**src/rtl/bcd_xs3_pkg.sv**
```systemverilog
// Shared types and constants for the sequential BCD to excess-3 converter.
package bcd_xs3_pkg;
  localparam int DIGIT_W = 4;
  localparam logic [DIGIT_W-1:0] XS3_BIAS = 4'd3;
  localparam logic [DIGIT_W-1:0] BCD_MAX = 4'd9;

  typedef enum logic [1:0] {
    IDLE = 2'd0,
    CONV = 2'd1,
    DONE = 2'd2
  } state_t;
endpackage

```
**src/rtl/bcd_xs3_digit.sv**
```systemverilog
// Single-digit BCD to excess-3 converter; codes above 9 wrap mod 16 and are flagged.
module bcd_xs3_digit
  import bcd_xs3_pkg::*;
(
  input  logic [DIGIT_W-1:0] d,
  output logic [DIGIT_W-1:0] x,
  output logic               invalid
);
  assign x       = d + XS3_BIAS;
  assign invalid = (d > BCD_MAX);
endmodule

```
**src/rtl/bcd_xs3_seq_ctrl.sv**
```systemverilog
// Word-level BCD to excess-3 sequencer: one shared digit converter, one digit per clock, LSD first.
module bcd_xs3_seq_ctrl
  import bcd_xs3_pkg::*;
#(
  parameter int DIGITS = 4
) (
  input  logic                      clk,
  input  logic                      rst_n,
  input  logic                      in_valid,
  output logic                      in_ready,
  input  logic [DIGIT_W*DIGITS-1:0] in_bcd,
  output logic                      out_valid,
  input  logic                      out_ready,
  output logic [DIGIT_W*DIGITS-1:0] out_xs3,
  output logic [DIGITS-1:0]         out_err_mask,
  output logic                      busy
);
  localparam int IDX_W = (DIGITS > 1) ? $clog2(DIGITS) : 1;
  localparam logic [IDX_W-1:0] IDX_LAST = IDX_W'(DIGITS - 1);

  state_t                      state_q, state_d;
  logic [IDX_W-1:0]            idx_q;
  logic [DIGIT_W*DIGITS-1:0]   src_q;
  logic [DIGIT_W*DIGITS-1:0]   res_q;
  logic [DIGITS-1:0]           err_q;
  logic [DIGIT_W-1:0]          digit_d;
  logic [DIGIT_W-1:0]          digit_x;
  logic                        digit_inv;
  logic                        accept;

  assign accept = (state_q == IDLE) && in_valid;

  always_comb begin
    digit_d = '0;
    for (int i = 0; i < DIGITS; i++) begin
      if (idx_q == IDX_W'(i)) digit_d = src_q[i*DIGIT_W +: DIGIT_W];
    end
  end

  bcd_xs3_digit u_digit (
    .d       (digit_d),
    .x       (digit_x),
    .invalid (digit_inv)
  );

  always_ff @(posedge clk or negedge rst_n) begin
    if (!rst_n) state_q <= IDLE;
    else        state_q <= state_d;
  end

  // Handshake outputs decode from state only, so no input-to-output path exists.
  always_comb begin
    state_d   = state_q;
    in_ready  = 1'b0;
    out_valid = 1'b0;
    busy      = 1'b1;
    unique case (state_q)
      IDLE: begin
        in_ready = 1'b1;
        busy     = 1'b0;
        if (in_valid) state_d = CONV;
      end
      CONV: begin
        if (idx_q == IDX_LAST) state_d = DONE;
      end
      DONE: begin
        out_valid = 1'b1;
        if (out_ready) state_d = IDLE;
      end
      default: state_d = IDLE;
    endcase
  end

  always_ff @(posedge clk or negedge rst_n) begin
    if (!rst_n) begin
      idx_q <= '0;
      src_q <= '0;
      res_q <= '0;
      err_q <= '0;
    end else if (accept) begin
      src_q <= in_bcd;
      res_q <= '0;
      err_q <= '0;
      idx_q <= '0;
    end else if (state_q == CONV) begin
      for (int i = 0; i < DIGITS; i++) begin
        if (idx_q == IDX_W'(i)) begin
          res_q[i*DIGIT_W +: DIGIT_W] <= digit_x;
          err_q[i]                    <= digit_inv;
        end
      end
      if (idx_q != IDX_LAST) idx_q <= idx_q + IDX_W'(1);
    end
  end

  assign out_xs3      = res_q;
  assign out_err_mask = err_q;
endmodule

```
**config.mk**
```make
export PLATFORM = sky130hd
export DESIGN_NAME = bcd_xs3_seq_ctrl
export DESIGN_NICKNAME = d
export VERILOG_FILES = /design/src/rtl/bcd_xs3_pkg.sv /design/src/rtl/bcd_xs3_digit.sv /design/src/rtl/bcd_xs3_seq_ctrl.sv
export SDC_FILE = /design/constraint.sdc
export NUM_CORES = 1
export LEC_CHECK = 0
export ABC_AREA = 1
export CAP_MARGIN = 20
export CORE_ASPECT_RATIO = 0.9
export CORE_MARGIN = 4
export CORE_UTILIZATION = 50
export DETAILED_ROUTE_END_ITERATION = 16
export HOLD_SLACK_MARGIN = 0.12
export PLACE_DENSITY = 0.79
export SYNTH_ARGS = -nofsm -noshare
export SYNTH_HDL_FRONTEND = slang
export SYNTH_HIERARCHICAL = 1
export SYNTH_SLANG_ARGS = --single-unit
export TNS_END_PERCENT = 5
```
**constraint.sdc**
```tcl
create_clock -name clk -period 2.2 [get_ports clk]
set_clock_uncertainty 0.15 [all_clocks]
set_input_delay 0.44 -clock clk [delete_from_list [all_inputs] [get_ports clk]]
set_output_delay 0.44 -clock clk [all_outputs]
set_load 0.05 [all_outputs]
```
==> run_results.csv <==
group,metric,value,unit
outcome,status,"complete, no violations",
sta,maxSlewViolCount,0,
yosys,ys_types,17,
die,die_y,68.54,um
die,die_w,75.26,um
clocking,clock_sinks,40,
yosys,synth_compound_area_frac,0.01598,
detailed_routing,wl_per_cell,14.05,um
layout,finish.utilization,0.7077,
clocking,h-tree-depth,2,
yosys,synth_top_family_by_area,"simple AND/OR/NAND/NOR gates",
grt,grt_pass1_wl,7714,um
die,num_rows,21,
sta,hold_viol_final,0,
sta,worst_slack,0.07958,ns
layout,drive_gt1_frac,0.1615,
worst_setup_path,timing.rr.start,"idx_q[1]",
power,swShare,0.4866,
power,p_per_area,1710,nW/um^2
yosys,synth_edf_count,0,
grt,grt_max_degree,61,
worst_setup_path,cp_max_fo,6,
yosys,synth_warnings,6,
layout,areaGrowthSynthToFinish,32.45,%
clocking,clkTransAtPathRegs,0.07,ns
yosys,synth_nets,265,
sta,min_period,2.120,ns
sta,slew_headroom,0.6329,
sta,max_slew.worst_pin.slew,0.5501,ns
sta,rsz0062_at_grt,"yes",
placed_design,dp_hpwl,3189,um
power,vdd_drop_max,0.8593,mV
yosys,muxShareOfSynthArea,0,
sta,fin_crit_sh,0.9638,
clocking,cts-root-buf,"clkbuf_8",
worst_setup_path,reg2reg_to,"out_err_mask[1]",
yosys,synth_cells,239,
die,coreArea,3810,sq um
layout,antennaDiodeCount,0,
detailed_routing,dr_total_vias,1735,
worst_setup_path,crit_arrival,2.20,ns
min_path,hold_depth,2,
detailed_routing,drc,0,
placed_design,dpl-instance-area,2505,sq um
power,switching_power,2.244,mW
worst_setup_path,end_kind,"flip-flop",
clocking,cts_buffer_depth,2,
sta,setup_viol,0,
detailed_routing,drtIter0Drc,142,
power,clkPwrFrac,0.107,
worst_setup_path,rr_worst_depth,14,
placed_design,dp_slack,-0.07349,ns
yosys,async_flop_share,1.000,
die,io_pins,43,
min_path,hp-class,"reg -> reg",
placed_design,dp_cells,325,
grt,grt_pass1_vias,1666,
yosys,syn_area,2036,sq um
yosys,ys_seq_area_frac,0.4917,
run,max_cap_viol_count,0,
yosys,synth_xor_area_frac,0.004302,
layout,fin_area,2696,sq um
detailed_routing,final_antenna_net_count,0,
detailed_routing,viasPerCell,5.148,
min_path,hp-start,"src_q[13]",
detailed_routing,dr.pass1.iters,4,
sta,whs,0.3249,ns
clocking,cts_made_buffers,5,
clocking,cts_tree,"yes",
layout,finalNonFillerCells,337,
die,start_util,0.5343,
worst_setup_path,criticalPathCategory,"reg -> reg",
yosys,yosys.area_share.simple,0.3737,
worst_setup_path,r2r_slack,0.08,ns
yosys,synthAdderAreaFrac,0.03688,
power,power.leakage,1.365,nW
sta,max_freq,471.6,MHz
worst_setup_path,start_kind,"flip-flop",
power,combPwrFrac,0.625,
min_path,hold-path-endpoint,"src_q[13]",
yosys,ys_ff_latch,40,
grt,antenna_found_initial,0,
power,power_frac_seq,0.268,
placed_design,place.gp.congestion,0.7836,
power,p_int,2.368,mW
die,dieArea,5158,sq um
yosys,ys.flop_type,"dfrtp_1",
worst_setup_path,required,2.28,ns
yosys,synth.avg_cell_area,8.518,sq um
grt,grt_overflow_total,0,
clocking,clock_latency,0.29,ns
detailed_routing,routed_wl,4735,um
layout,nets,316,
placed_design,portBuffers,42,
grt,grt_use_total,0.1960,
## power by group through the flow
stage	Combinational (mW)	Sequential (mW)	Clock (mW)
floorplan	1.47	1.57	0
global placement	2.58	1.23	0
detailed placement	2.63	1.23	0
CTS	2.73	1.22	0.496
global route	3.18	1.26	0.533
finish	2.88	1.23	0.494
## critical path: stages (launching register included)
cell	delay, ns
dfrtp_1	0.41
buf_4	0.16
ha_4	0.18
inv_2	0.08
nor2_1	0.04
nor2_1	0.08
nand2_1	0.07
nand2_2	0.08
inv_1	0.06
ha_2	0.21
nor2_2	0.12
nor2_1	0.05
nor2_2	0.19
nand3_1	0.10
nand2_1	0.08
## state kept, by name, indices dropped and copies added (netlist names)
register      count
idx_q             2
out_err_mask      4
out_xs3          16
src_q            16
state_q           2
## layout by cell type, fill, tap and decap left out, types with 3 or more instances in the layout
master / synthesis / final
nand2_1: 76 / 75
ha_4: 0 / 4
inv_1: 10 / 6
a21oi_1: 4 / 4
inv_2: 5 / 9
nand3_1: 65 / 65
nand3_4: 4 / 4
nor2_1: 13 / 11
buf_4: 1 / 12
clkdlybuf4s50_1: 0 / 38
clkbuf_8: 0 / 6
buf_12: 0 / 3
dfrtp_1: 40 / 39
## per-stage QoR
step | total power [mW] | setup TNS, ns
2_1_floorplan | 3.036 | 0
3_3_place_gp | 3.815 | 0
3_5_place_dp | 3.867 | -0.4015
4_1_cts | 4.447 | 0
5_1_grt | 4.971 | -0.3184
6_report | 4.612 | 0
## worst max path at each step
stage                         from               to  slack [ns]  depth (start not counted)
after detailed placement  idx_q[1]  out_err_mask[1]       -0.07                         14
after CTS                 idx_q[1]      out_xs3[10]       0.004                         13
after global placement    idx_q[0]      out_xs3[10]        0.04                         13
final                     idx_q[1]  out_err_mask[1]        0.08                         14
after floorplan           idx_q[0]  out_err_mask[0]        0.14                         14
after global routing      idx_q[1]  out_err_mask[0]       -0.07                         14
## kinds of logic after synthesis
kind of cell	count (synthesis)
flip-flops	40
XOR/XNOR	1
buffers and inverters	26
AND/OR/NAND/NOR	160
AO/OA/AOI/OAI	6
adder cells (fa/ha/maj)	6
## repair_timing
action                                 4_1_cts  5_1_grt
endpoints found under the hold margin       40        0
gates resized for setup                      5       13
cloned                                       0        0
hold buffers                                 1        0
pin swaps                                    0        3
setup buffers                                1        2
setup endpoints to repair                    8       16
## cells in the mapped netlist, types with 3 or more instances
| cell type | number | area share |
|---|---|---|
| nand2_1 | 76 | 0.14 |
| nand3_1 | 65 | 0.16 |
| dfrtp_1 | 40 | 0.49 |
| nor2_1 | 13 | 0.024 |
| inv_1 | 10 | 0.018 |
| buf_6 | 7 | 0.039 |
| ha_1 | 6 | 0.037 |
| inv_2 | 5 | 0.0092 |
| a21oi_1 | 4 | 0.0098 |
| nand3_4 | 4 | 0.034 |
| buf_2 | 3 | 0.0074 |
## area by class of cell
cell class              count  area (sq um)
fillers                   286          1114
multi-input cells         173         944.7
flip-flops and latches     40          1002
inverters                  15         56.30
well taps                  46         57.56
repair buffers             55         545.5
clock buffers               8         90.09
## layer usage
layer  routed length (um)  vias up  track usage
met1                 2186      820       0.2751
met4                   44        0      0.05240
met2                 2339       34       0.3109
met3                  164        5      0.04058
li1                     -      876            -
met5                    0        -            0
Power figures use the tool's default switching activity.
